--- src/rtl/instr_encoder_loader.sv ---
// Packs instruction fields into 16-bit program words and streams them into
// program memory from a latched base address, flagging bad opcodes and overflow.
module instr_encoder_loader #(
    parameter int PC_WIDTH          = 8,
    parameter int PROGRAM_DataWidth = 16,
    parameter int NumOpCodeBits     = 5,
    parameter int SEL_WIDTH         = 2,
    parameter int ParamBits         = 8
) (
    input  logic                     clk,
    input  logic                     reset,
    input  logic                     start,
    input  logic [PC_WIDTH-1:0]      base_adr,
    input  logic                     in_valid,
    output logic                     in_ready,
    input  logic [NumOpCodeBits-1:0] in_opcode,
    input  logic [SEL_WIDTH-1:0]     in_op1,
    input  logic [SEL_WIDTH-1:0]     in_op2,
    input  logic [ParamBits-1:0]     in_literal,
    input  logic                     in_last,
    output logic                     mem_wr_en,
    output logic [PC_WIDTH-1:0]      mem_adr,
    output logic [PROGRAM_DataWidth-1:0] mem_data,
    output logic                     busy,
    output logic                     done,
    output logic [1:0]               err_code,
    output logic [NumOpCodeBits-1:0] err_opcode,
    output logic [PC_WIDTH:0]        word_count
);

    typedef enum logic [1:0] {
        S_IDLE  = 2'd0,
        S_LOAD  = 2'd1,
        S_DONE  = 2'd2,
        S_ERROR = 2'd3
    } state_t;

    localparam logic [1:0]          ERR_NONE     = 2'b00;
    localparam logic [1:0]          ERR_RESERVED = 2'b01;
    localparam logic [1:0]          ERR_OVERFLOW = 2'b10;
    localparam logic [PC_WIDTH-1:0] ADR_TOP      = '1;

    state_t                         state_q;
    logic [PC_WIDTH-1:0]            adr_cnt_q;
    logic                           mem_wr_en_q;
    logic [PC_WIDTH-1:0]            mem_adr_q;
    logic [PROGRAM_DataWidth-1:0]   mem_data_q;
    logic [1:0]                     err_code_q;
    logic [NumOpCodeBits-1:0]       err_opcode_q;
    logic [PC_WIDTH:0]              word_count_q;

    logic [PROGRAM_DataWidth-1:0]   word_d;
    logic                           legal_d;

    // Field placement mirrors the decoder's unpacking; bit 10 is always 0.
    always_comb begin
        word_d  = '0;
        legal_d = 1'b1;
        word_d[15:11] = in_opcode;
        case (in_opcode)
            5'h00: word_d = '0;
            5'h01, 5'h02, 5'h03, 5'h04, 5'h05, 5'h06: begin
                word_d[9:8] = in_op1;
                word_d[4:3] = in_op2;
            end
            5'h07, 5'h08, 5'h09: begin
                word_d[9:8] = in_op1;
                word_d[7:0] = in_literal;
            end
            5'h10, 5'h11, 5'h12: word_d[7:0] = in_literal;
            default: legal_d = 1'b0;
        endcase
    end

    assign in_ready   = (state_q == S_LOAD);
    assign busy       = (state_q == S_LOAD);
    assign done       = (state_q == S_DONE);
    assign mem_wr_en  = mem_wr_en_q;
    assign mem_adr    = mem_adr_q;
    assign mem_data   = mem_data_q;
    assign err_code   = err_code_q;
    assign err_opcode = err_opcode_q;
    assign word_count = word_count_q;

    always_ff @(posedge clk or posedge reset) begin
        if (reset) begin
            state_q      <= S_IDLE;
            adr_cnt_q    <= '0;
            mem_wr_en_q  <= 1'b0;
            mem_adr_q    <= '0;
            mem_data_q   <= '0;
            err_code_q   <= ERR_NONE;
            err_opcode_q <= '0;
            word_count_q <= '0;
        end else begin
            mem_wr_en_q <= 1'b0;
            case (state_q)
                S_LOAD: begin
                    if (in_valid) begin
                        if (!legal_d) begin
                            state_q      <= S_ERROR;
                            err_code_q   <= ERR_RESERVED;
                            err_opcode_q <= in_opcode;
                        end else begin
                            mem_wr_en_q  <= 1'b1;
                            mem_adr_q    <= adr_cnt_q;
                            mem_data_q   <= word_d;
                            word_count_q <= word_count_q + (PC_WIDTH+1)'(1);
                            if (adr_cnt_q != ADR_TOP)
                                adr_cnt_q <= adr_cnt_q + PC_WIDTH'(1);
                            if (in_last) begin
                                state_q <= S_DONE;
                            end else if (adr_cnt_q == ADR_TOP) begin
                                state_q    <= S_ERROR;
                                err_code_q <= ERR_OVERFLOW;
                            end
                        end
                    end
                end
                default: begin
                    if (start) begin
                        state_q      <= S_LOAD;
                        adr_cnt_q    <= base_adr;
                        word_count_q <= '0;
                        err_code_q   <= ERR_NONE;
                        err_opcode_q <= '0;
                    end
                end
            endcase
        end
    end

endmodule

--- config.mk ---
export PLATFORM = sky130hd
export DESIGN_NAME = instr_encoder_loader
export DESIGN_NICKNAME = d
export VERILOG_FILES = /design/src/rtl/instr_encoder_loader.sv
export SDC_FILE = /design/constraint.sdc
export NUM_CORES = 1
export LEC_CHECK = 0
export ABC_AREA = 1
export BUFFER_PORTS_ARGS = -buffer_cell sky130_fd_sc_hd__buf_4
export CAP_MARGIN = 10
export CORE_UTILIZATION = 38
export CTS_BUF_LIST = sky130_fd_sc_hd__clkbuf_8
export CTS_CLUSTER_SIZE = 20
export DETAILED_ROUTE_END_ITERATION = 12
export PLACE_DENSITY_LB_ADDON = 0.1
export SLEW_MARGIN = 10
export SYNTH_ARGS = -nofsm -noshare
export SYNTH_HDL_FRONTEND = slang
export SYNTH_SLANG_ARGS = --single-unit
--- constraint.sdc ---
create_clock -name clk -period 1.39 [get_ports clk]
set_input_delay 0.139 -clock clk [delete_from_list [all_inputs] [get_ports clk]]
set_output_delay 0.139 -clock clk [all_outputs]
set_load 0.02 [all_outputs]
[After elaboration in Yosys (flattened, before gate mapping)]
Index checks and enable logic that the tools add are counted.
Cells by class
  eq/ne operators: 23
  $add $sub $neg: 2
  multiplexer cells: 34
  reductions and logical operators: 12
Operators with widths (number)
  $mux W8: 5
  $mux W9: 4
  $mux W2: 13
  $eq A5 B3 Y1 const B: 4
  $mux W5: 4
  $eq A5 B5 Y1 const B: 3
  $reduce_or A13 Y1: 1
  $reduce_and A3 Y1: 4
  $reduce_or A6 Y1: 2
  $eq A5 B2 Y1 const B: 2
  $eq A5 B4 Y1 const B: 2
  $add A9 B1 Y9 const B: 1
  $reduce_or A9 Y1: 1
  $add A8 B1 Y8 const B: 1
  $eq A8 B8 Y1 const B: 1
  $ne A8 B8 Y1 const B: 1
  $reduce_and A4 Y1: 2
  $mux W3: 2
  $mux W6: 1
  $eq A5 B1 Y1 const B: 1
  $logic_not A5 Y1: 1
  $mux W1: 4
  $ne A2 B1 Y1 const B: 2
  $ne A2 B2 Y1 const B: 2
  other kinds (7): 7
Storage, ports and cells
  output and inout port bits: 44
  flip-flop bits (word level): 51
  logic and storage cells: 79

[Depth between registers and ports, before layout]
Gate-level depths: netlist (run 1).
  word-level depth: 6
  depth in mapped cells: 11

[Least setup slack after synthesis (run 1)]
OpenSTA, ideal clock, no wires.
  kind: flip-flop to flip-flop
  start: register word_count_q[0] (netlist: word_count[0])
  end: register word_count_q[6] (netlist: word_count[6])
  path buffers: 0
  clock period less this slack: 1431 ps
  path slack: -41 ps
  stages on the path, launching flop included: 7
  data required time: 1314 ps
  arrival time: 1355 ps
  cell sequence: dfrtp_1 -> ha_1 -> nand2_1 -> nor3b_2 -> xor2_1 -> nand2_1 -> o21ai_1
Between the ends
  cells in the longest elaborated chain, start to end: 4
RTL lines
  start: declaration: RTL line 50  | logic [PC_WIDTH:0] word_count_q;
  start signal: assignment: RTL line 108  | word_count_q <= word_count_q + (PC_WIDTH+1)'(1);
  $add A9 B1 Y9: RTL line 108
  $mux W9: RTL line 100  | if (!legal_d) begin
  $mux W9: RTL line 99  | if (in_valid) begin
  $mux W9: RTL line 97  | case (state_q)
Every way passes these cells. The select of a mux whose other input is x is not followed.
A chain may end at the register's enable or synchronous reset.

[Worst setup path in the final report (run 1)]
  start: register adr_cnt_q[1]
  end: register adr_cnt_q[7]
Between the ends
  cells in the longest elaborated chain, start to end: 5
  elaborated cells on any way between the ends: 8
RTL lines
  start: declaration: RTL line 44  | logic [PC_WIDTH-1:0] adr_cnt_q;
  start signal: assignment: RTL line 110  | adr_cnt_q <= adr_cnt_q + PC_WIDTH'(1);
  start signal: assignment: RTL line 123  | adr_cnt_q <= base_adr;
  $add A8 B1 Y8: RTL line 110
  $mux W8: RTL line 109  | if (adr_cnt_q != ADR_TOP)
  $mux W8: RTL line 100
  $mux W8: RTL line 99
  $mux W8: RTL line 97
Parallel ways exist; a longest one is shown, timed or not. The select of a mux whose other input is x is not followed.

==> flow_metrics.py, run 1 <==
metrics = {
    "status": {
        "status": "finished, violations left",
        "violations": "setup timing",
    },
    "global_route": {
        "use_met3_pct": 4.37,
        "overflow": 0,
        "grt_pass1_wl_um": 10200,
        "grt_pass1_vias": 2146,
        "grt_antenna_before_repair": 0,
        "grt_start_max_net_pins": 51,
        "busiest_layer": "met2",
        "track_usage_pct": 18.3,
        "use_met1_pct": 24.6,
        "grtUsageMet2_pct": 29.3,
    },
    "power_and_ir_drop": {
        "p_leak_nw": 1.82,
        "ir_drop_mv": 0.860,
        "p_per_area_nw_per_um2": 1890,
    },
    "route": {
        "wl_um": 6140,
        "first_pass_iters": 6,
        "routed-via-count": 2293,
        "first_iter_violations": 91,
        "drc": 0,
        "wire_per_inst_um": 12.9,
        "postRouteAntennaNets": 0,
        "viasPerCell": 4.84,
    },
    "finish": {
        "nets": 428,
        "drive_gt1_share_pct": 39.8,
        "area_growth_pct": 42.3,
        "final_common_cell": "buf_4",
        "antenna_cells": 0,
        "layout_common_cells": "buf_4 (89), nand2_1 (87), dfrtp_1 (47)",
        "fillers": 604,
        "utilization_pct": 56.3,
        "final_cell_count_no_fill": 474,
    },
    "clock_network": {
        "path_clk_slew_ns": 0.10,
        "cts_tree": "built",
        "clkLatencyLatePin_ns": 0.31,
        "cts-buffers-inserted": 5,
        "cts.sinks": 50,
        "cts_buffer_depth": 2,
        "cts.htree.levels": 2,
        "root_buffer": "clkbuf_8",
    },
    "min_path": {
        "hold_path_depth": 3,
        "hold_path_class": "input port to flip-flop",
    },
    "sta": {
        "period_share_pct": 103,
        "grt_setup_unrepaired": "yes",
        "fmax_ghz": 0.696,
        "finalHoldViolCount": 0,
        "drv_slew": 0,
        "worst_slack_ns": -0.0472,
        "period_needed_ns": 1.44,
        "setup_viol_count_final": 10,
        "fin_skew_ns": 0.00524,
        "fin_tns_setup_ns": -0.342,
    },
    "setup_path": {
        "crit_type": "flip-flop to flip-flop",
        "crit_path_end_kind": "flip-flop",
        "crit_arrival_ns": 1.64,
        "critPathRequiredTime_ns": 1.59,
        "start_kind": "flip-flop",
        "r2r_cells": 8,
        "path_max_fanout": 8,
    },
    "floorplan": {
        "initial_core_util_pct": 39.5,
        "die_w_um": 83.3,
        "coreArea_um2": 6350,
        "rows": 29,
        "die-area_um2": 6930,
        "die_h_um": 83.3,
        "ios": 74,
    },
    "synth": {
        "syn-mean-instance-area_um2": 8.26,
        "ys_types": 29,
        "ys_seq_area_share_pct": 49.9,
        "yosys_warnings": 0,
        "syn-num-nets": 336,
        "syn_inst": 304,
        "ys_seq_elements": 50,
        "syn_area_um2": 2510,
    },
    "placement": {
        "io_buffers": 72,
        "globalplace.congestion": 0.777,
        "place_inst": 452,
        "dp_hpwl_um": 4150,
    },
    "flow_run": {
        "cap_violations": 0,
    },
}
## cells in the mapped netlist
cell	n	share of area, %
nand2_1	101	15
dfrtp_1	50	50
o21ai_0	31	6.2
inv_1	24	3.6
o21ai_1	15	3.0
nand3_1	14	2.8
nor2_1	12	1.8
xor2_1	6	2.1
nand4_1	5	1.2
o21ai_2	5	1.7
buf_2	4	0.80
buf_6	4	1.8
nand2_2	4	1.0
a21oi_1	3	0.60
inv_2	3	0.45
buf_4	2	0.60
clkbuf_1	2	0.30
ha_1	2	1.0
nand2_4	2	0.90
nand3_2	2	0.80
nand4_2	2	1.0
nor2_2	2	0.50
nor3_1	2	0.40
or2_2	2	0.50
conb_1	1	0.15
nand3_4	1	0.70
nand3b_1	1	0.30
nor3b_2	1	0.50
xnor2_1	1	0.35
## state kept, by name, summed over array words and instances, names as in the netlist
signal	flops
mem_wr_en	1
word_count	9
err_code	2
mem_adr	8
state_q	2
mem_data	15
err_opcode	5
adr_cnt_q	8
## what timing repair did
item / in CTS / in global routing
endpoints found under the setup margin: 17 / 49
hold buffers: 1 / 0
hold endpoints to repair: 50 / 0
setup buffers: 7 / 4
pin swaps: 0 / 9
cloned: 1 / 1
resized for setup: 10 / 42
## critical path, cell delays in order, from the launching register on
cell and delay, ns:
dfrtp_1 0.37, ha_2 0.20, nand3_2 0.11, nor2_4 0.16, nand4_4 0.12, nand3_4 0.16
nand2_8 0.09, nand2_1 0.06, o21ai_1 0.05
## report_power, final
group          internal, mW  switching [mW]  leakage (nW)
Sequential             1.96           0.379         0.652
Clock                 0.411           0.512        0.0478
Combinational          1.52            1.97          1.12
## worst paths after layout
check	slack [ns]	to	start
setup / recovery	-0.05	adr_cnt_q[7]	adr_cnt_q[1]
setup reg to reg	-0.05	adr_cnt_q[7]	adr_cnt_q[1]
hold / removal	0.08	mem_data[7]	in_literal[7]
hold reg to reg	0.49	err_code[0]	err_code[0]
max in group asynchronous	0.70	word_count[0]	reset
min in group asynchronous	0.46	word_count[5]	reset
## cell type report
cell class / count / area, um^2 / area share [%]
flip-flops and latches: 50 / 1250 / 35.1
clock inverters: 2 / 16.3 / 0.455
well taps: 77 / 96.3 / 2.70
clock buffers: 6 / 82.6 / 2.31
repair buffers: 96 / 792 / 22.2
inverters: 27 / 105 / 2.94
multi-input cells: 216 / 1220 / 34.3
## through the flow
| step | power [mW] | area (um^2) | hold WS [ns] | setup slack, ns |
|---|---|---|---|---|
| 6_report | 6.75 | 3570 | 0.0778 | -0.0472 |
| 5_1_grt | 7.29 | 3570 | 0.0711 | -0.168 |
| 4_1_cts | 6.58 | 3420 | 0.0660 | -0.0398 |
| 3_5_place_dp | 5.31 | 3180 | 0.235 | -0.0273 |
| 3_3_place_gp | 5.26 | 3180 | 0.234 | 0.0241 |
| 2_1_floorplan | 4.17 | 2520 | 0.181 | -0.00824 |
## kinds of logic after synthesis
kind of cell	Yosys count	share of synthesized area, %
buffers and inverters	39	7.53
other	1	0.149
and+or+nand+nor	151	27.5
AOI/OAI and AO/OA	54	11.5
xor gates and xnor gates	7	2.44
adders and majority gates	2	0.997
DFF	50	49.9
## metal layers
metal	part of all wire [%]	wire length [um]
met3	4.8	295
met5	0	0
met1	46	2800
met2	48	2970
met4	1.2	76
Note: power is estimated with default switching activity, not from simulation.
==> run 2, diff against run 1 <==
--- a/config.mk
+++ b/config.mk
@@ -8,7 +8,7 @@
 export ABC_AREA = 1
 export BUFFER_PORTS_ARGS = -buffer_cell sky130_fd_sc_hd__buf_4
 export CAP_MARGIN = 10
-export CORE_UTILIZATION = 38
+export CORE_UTILIZATION = 48
 export CTS_BUF_LIST = sky130_fd_sc_hd__clkbuf_8
 export CTS_CLUSTER_SIZE = 20
 export DETAILED_ROUTE_END_ITERATION = 12
==> run 2 against run 1 <==
The flow still finishes with violations (setup timing). Clock power increased by 12%. Combinational power increased by 5.7%. Register-to-register slack improved by 0.02 ns. Sequential share of layout area decreased by 0.32 points. Count of clock-buffer cells in the layout decreased by 1. Die area decreased by 20%. Worst hold slack got worse by 0.0038 ns. Sequential cell count unchanged. Final cell count decreased by 2.1%. Largest power group unchanged. Critical endpoint is now adr_cnt_q[5]. Utilization increased by 18 points. First-iteration DRC count increased by 24%.
==> flow_metrics.py, run 2 (synthesized netlist as in run 1, its figures left out) <==
metrics = {
    "power_and_ir_drop": {
        "power.share.switching_pct": 42.7,
        "finalPower_mw": 7.11,
        "p_switching_mw": 3.03,
        "clock_power_share_pct": 14.5,
        "ir_drop_mv": 1.18,
        "pwr-share-seq_pct": 33.5,
        "cell_internal_pwr_mw": 4.07,
        "p_comb_share_pct": 52.0,
        "p_leak_nw": 1.86,
        "p_per_area_nw_per_um2": 1970,
    },
    "setup_path": {
        "critPathRequiredTime_ns": 1.59,
        "slowest_stage": "dfrtp_1",
        "start_kind": "flip-flop",
        "crit_path_end_kind": "flip-flop",
        "rr_startpoint": "adr_cnt_q[1]",
        "path_max_fanout": 8,
        "worst_path_most_repeated_cell": "nand3_4",
        "r2r_slack_ns": -0.03,
        "cp_cell_sequence": "ha_4 -> nand3_4 -> nor2_4 -> nand4_4 -> nand3_4 -> nand2_8 -> nand2_2 -> o21ai_2",
        "crit_type": "flip-flop to flip-flop",
        "path_buf_inv": 0,
        "crit_arrival_ns": 1.62,
        "r2r-end": "adr_cnt_q[5]",
        "cp_slowest_stage_delay_ns": 0.41,
        "crit_family": "simple AND/OR/NAND/NOR gates",
        "r2r_cells": 8,
    },
    "clock_network": {
        "cts.htree.levels": 2,
        "cts-buffers-inserted": 5,
        "clkLatencyLatePin_ns": 0.30,
        "path_clk_slew_ns": 0.09,
        "cts_buffer_depth": 2,
        "cts.sinks": 50,
        "root_buffer": "clkbuf_8",
        "cts_tree": "built",
    },
    "placement": {
        "dp_hpwl_um": 3980,
        "globalplace.congestion": 0.800,
        "io_buffers": 72,
        "place_inst": 441,
    },
    "floorplan": {
        "coreArea_um2": 4880,
        "die-area_um2": 5520,
        "initial_core_util_pct": 51.4,
        "rows": 25,
        "die_h_um": 74.3,
        "die_w_um": 74.3,
        "ios": 74,
    },
    "min_path": {
        "hold_end": "mem_data[6]",
        "hold_path_depth": 3,
        "min-delay-start": "in_literal[6]",
        "hold_path_class": "input port to flip-flop",
    },
    "global_route": {
        "track_usage_pct": 22.7,
        "grt_pass1_wl_um": 9430,
        "grt_antenna_before_repair": 0,
        "grt_start_max_net_pins": 51,
        "busiest_layer": "met2",
        "use_met1_pct": 29.0,
        "grtUsageMet2_pct": 38.1,
        "grt_pass1_vias": 2111,
        "overflow": 0,
        "use_met3_pct": 5.15,
    },
    "finish": {
        "drive_gt1_share_pct": 38.5,
        "fillers": 390,
        "largest_register_ffs": 15,
        "area_growth_pct": 43.5,
        "final_cell_count_no_fill": 464,
        "layout_common_cells": "nand2_1 (88), buf_4 (86), dfrtp_1 (48)",
        "final_common_cell": "nand2_1",
        "antenna_cells": 0,
        "nets": 428,
    },
    "route": {
        "first_pass_iters": 4,
        "drc": 0,
        "postRouteAntennaNets": 0,
        "wire_per_inst_um": 13.9,
        "viasPerCell": 5.02,
        "wl_um": 6450,
        "routed-via-count": 2330,
        "first_iter_violations": 113,
    },
    "sta": {
        "finalHoldViolCount": 0,
        "drv_slew": 0,
        "period_needed_ns": 1.42,
        "setup_viol_count_final": 9,
        "fin_skew_ns": 0.00496,
        "fin_tns_setup_ns": -0.232,
        "hold-worst-slack_ns": 0.0740,
        "period_share_pct": 102,
        "fmax_ghz": 0.704,
        "worst_slack_ns": -0.0300,
        "grt_setup_unrepaired": "yes",
    },
    "status": {
        "violations": "setup timing",
        "status": "finished, violations left",
    },
    "flow_run": {
        "cap_violations": 0,
    },
}
==> run 2: cell count changes in the layout (fill, tap and decap cells not counted), sizes merged <==
cell / previous run / this run
buf: 95 / 93
bufinv: 0 / 1
clkinv: 0 / 1
clkinvlp: 2 / 1
nand2: 108 / 109
==> run 2: per-layer routing <==
metal | part of all wire, % | vias to the layer above
li1 | - | 1166
met2 | 49 | 66
met5 | 0 | -
met3 | 4.6 | 9
met4 | 1.7 | 0
met1 | 44 | 1089
==> run 2: power by group through the flow <==
stage / Clock, mW / Sequential (mW) / Combinational, mW
6_report: 1.03 / 2.38 / 3.69
5_1_grt: 1.11 / 2.44 / 4.03
4_1_cts: 1.06 / 2.35 / 3.26
3_5_place_dp: 0 / 2.34 / 2.95
3_3_place_gp: 0 / 2.33 / 2.89
2_1_floorplan: 0 / 2.74 / 1.43
==> run 2: cell type report <==
| type | count | area (um^2) | area share [%] |
|---|---|---|---|
| Sequential cell | 50 | 1250 | 34.8 |
| Inverter | 27 | 110 | 3.06 |
| Clock buffer | 5 | 68.8 | 1.91 |
| Multi-Input combinational cell | 217 | 1260 | 35.0 |
| Tap cell | 67 | 83.8 | 2.33 |
| Clock inverter | 3 | 43.8 | 1.22 |
| Timing Repair Buffer | 95 | 781 | 21.7 |
==> run 2: timing repair <==
item                                    4_1_cts  5_1_grt
hold endpoints to repair                     50        0
hold buffers                                  1        0
cloned                                        1        3
resized for setup                            17       41
buffers inserted                              6        4
pin swaps                                     2        8
endpoints found under the setup margin       15       52
==> run 2: worst reg2reg max path: stages (launching register included) <==
cell	delay (ns)
dfrtp_1	0.41
ha_4	0.17
nand3_4	0.09
nor2_4	0.14
nand4_4	0.12
nand3_4	0.16
nand2_8	0.12
nand2_2	0.08
o21ai_2	0.04
==> run 2: how the worst max path moves through the flow <==
stage | startpoint | endpoint | cells past startpoint
6_report | adr_cnt_q[1] | adr_cnt_q[5] | 8
5_1_grt | adr_cnt_q[1] | adr_cnt_q[5] | 8
4_1_cts | adr_cnt_q[1] | adr_cnt_q[4] | 8
3_5_place_dp | adr_cnt_q[0] | adr_cnt_q[6] | 8
3_3_place_gp | adr_cnt_q[1] | adr_cnt_q[6] | 8
2_1_floorplan | adr_cnt_q[0] | adr_cnt_q[2] | 9
==> run 2: per-stage QoR <==
step                utilization, %  setup WS, ns  instance area, um^2
finish                        73.8       -0.0300                 3600
global route                  73.8       -0.0986                 3600
CTS                           70.2       -0.0170                 3420
detailed placement            64.8       -0.0366                 3160
global placement              64.8        0.0238                 3160
floorplan                        -      -0.00824                 2520
==> run 3, diff against run 2 <==
==> constraint.sdc (replaced) <==
create_clock -name clk -period 1.39 [get_ports clk]
set_input_delay 0.0695 -clock clk [delete_from_list [all_inputs] [get_ports clk]]
set_output_delay 0.0695 -clock clk [all_outputs]
set_load 0.02 [all_outputs]
==> run 3 against run 2 <==
The flow still finishes with violations (setup timing). Fmax grew 2.2%. Non-clock buffer count down 5. Total power down 10%. Count of clock-buffer cells in the layout rose by 1. Global-route usage is 0.29 points lower. First-iteration DRC count increased by 42%. Clock power decreased by 16%. Critical path depth unchanged. Die area unchanged. Clock skew rose by 0.0024 ns. Sequential share of layout area grew 1.6 points. Highest routed layer unchanged.
==> flow_metrics.py, run 3 (synthesized netlist as in run 1, its figures left out) <==
metrics = {
    "setup_path": {
        "start_kind": "flip-flop",
        "critPathRequiredTime_ns": 1.59,
        "cp_slowest_stage_delay_ns": 0.40,
        "slowest_stage": "dfrtp_1",
        "crit_arrival_ns": 1.59,
        "cp_cell_sequence": "ha_4 -> nand3_4 -> nor2_4 -> nand4_4 -> nand3_4 -> nand2_8 -> nand2_1 -> o21ai_2",
        "rr_startpoint": "adr_cnt_q[0]",
        "crit_path_end_kind": "flip-flop",
        "cp-startpoint": "adr_cnt_q[0]",
        "worst_path_most_repeated_cell": "nand3_4",
        "crit_type": "flip-flop to flip-flop",
        "path_max_fanout": 8,
    },
    "floorplan": {
        "die-area_um2": 5520,
        "die_w_um": 74.3,
        "ios": 74,
        "rows": 25,
        "coreArea_um2": 4880,
        "die_h_um": 74.3,
        "initial_core_util_pct": 51.4,
    },
    "finish": {
        "utilization_pct": 70.6,
        "antenna_cells": 0,
        "largest_register_ffs": 15,
        "area_growth_pct": 37.2,
        "nets": 422,
        "final_common_cell": "nand2_1",
        "layout_common_cells": "nand2_1 (96), buf_4 (85), dfrtp_1 (48)",
        "drive_gt1_share_pct": 34.8,
    },
    "sta": {
        "grt_setup_unrepaired": "yes",
        "period_needed_ns": 1.39,
        "finalHoldViolCount": 0,
        "fin_skew_ns": 0.00735,
        "setup_viol_count_final": 1,
        "drv_slew": 0,
        "worst_slack_ns": -0.0000254,
        "fmax_ghz": 0.719,
        "period_share_pct": 100,
    },
    "route": {
        "first_iter_violations": 160,
        "wire_per_inst_um": 13.0,
        "routed-via-count": 2271,
        "wl_met1_um": 2600,
        "routed-wl-met3_um": 311,
        "drc": 0,
        "first_pass_iters": 4,
        "viasPerCell": 4.96,
        "wl_um": 5940,
        "wl_met2_um": 2970,
        "dr.max_layer_used": "met4",
        "postRouteAntennaNets": 0,
    },
    "global_route": {
        "overflow": 0,
        "grt_pass1_vias": 2034,
        "grt_antenna_before_repair": 0,
        "grt_pass1_wl_um": 9360,
        "track_usage_pct": 22.4,
        "grt_start_max_net_pins": 51,
    },
    "status": {
        "status": "finished, violations left",
        "violations": "setup timing",
    },
    "power_and_ir_drop": {
        "finalPower_mw": 6.36,
        "p_per_area_nw_per_um2": 1850,
        "p_leak_nw": 1.78,
        "ir_drop_mv": 0.981,
    },
    "placement": {
        "io_buffers": 72,
        "dp_hpwl_um": 3990,
        "globalplace.congestion": 0.844,
    },
    "clock_network": {
        "cts-buffers-inserted": 5,
        "cts_tree": "built",
        "clkLatencyLatePin_ns": 0.30,
        "cts.sinks": 50,
        "path_clk_slew_ns": 0.09,
        "cts.htree.levels": 2,
        "root_buffer": "clkbuf_8",
        "cts_buffer_depth": 2,
    },
    "flow_run": {
        "cap_violations": 0,
    },
    "min_path": {
        "min-delay-start": "in_op1[1]",
        "hold_path_class": "input port to flip-flop",
    },
}
==> run 3: cell types whose count changed in the layout (fill, tap and decap cells not counted), sizes merged <==
cell      change
buf           -5
clkinvlp      -1
clkbuf        +1
bufinv        -1
nand2         -1
inv           +1
==> run 3: routing by layer <==
layer,vias up,track usage (%)
met5,-,0
met4,0,6.92
met3,7,4.20
met1,1052,29.7
met2,66,37.4
li1,1146,-
==> run 3: what timing repair did <==
item,in CTS,in global routing
pin swaps,4,6
endpoints found under the hold margin,50,0
cloned,1,1
setup buffers,2,4
hold buffers,1,0
setup endpoints to repair,11,41
gates resized for setup,6,25
==> run 3: final timing paths <==
check / to / slack [ns] / cells past startpoint
max in group asynchronous: mem_data[14] / 0.79 / 4
worst max register to register: adr_cnt_q[1] / -0.00003 / 8
worst min register to register: err_code[1] / 0.48 / 2
worst min-delay path: mem_data[9] / 0.01 / 3
min in group asynchronous: mem_data[5] / 0.36 / 4
worst max-delay path: adr_cnt_q[1] / -0.00003 / 8
==> run 3: worst max-delay path: cells and delay by family (launching register included) <==
kind            cells  cell delay, ns
compound gates      1            0.05
flops               1            0.40
fa+ha+maj           1            0.17
simple gates        6            0.67
==> run 3: layout make-up <==
class,count,area (um^2)
flip-flops and latches,50,1250
clock inverters,2,8.76
fillers,396,1440
multi-input cells,216,1190
well taps,67,83.8
clock buffers,6,82.6
repair buffers,90,724
inverters,27,101
==> run 3: per-stage QoR <==
step	setup slack, ns	cell area, um^2	hold WS, ns	cells	setup TNS [ns]
CTS	-0.00899	3330	0.0228	453	-0.0342
finish	-0.0000254	3440	0.0132	458	-0.0000254
global placement	0.0177	3160	0.141	441	0
detailed placement	-0.0322	3160	0.141	441	-0.226
global route	-0.0782	3440	0.0151	458	-1.64
floorplan	-0.00824	2520	0.213	304	-0.0159
==> run 3: report_power, final <==
part	switching, mW	internal [mW]
registers	0.404	1.96
logic	1.85	1.28
clock network	0.467	0.395
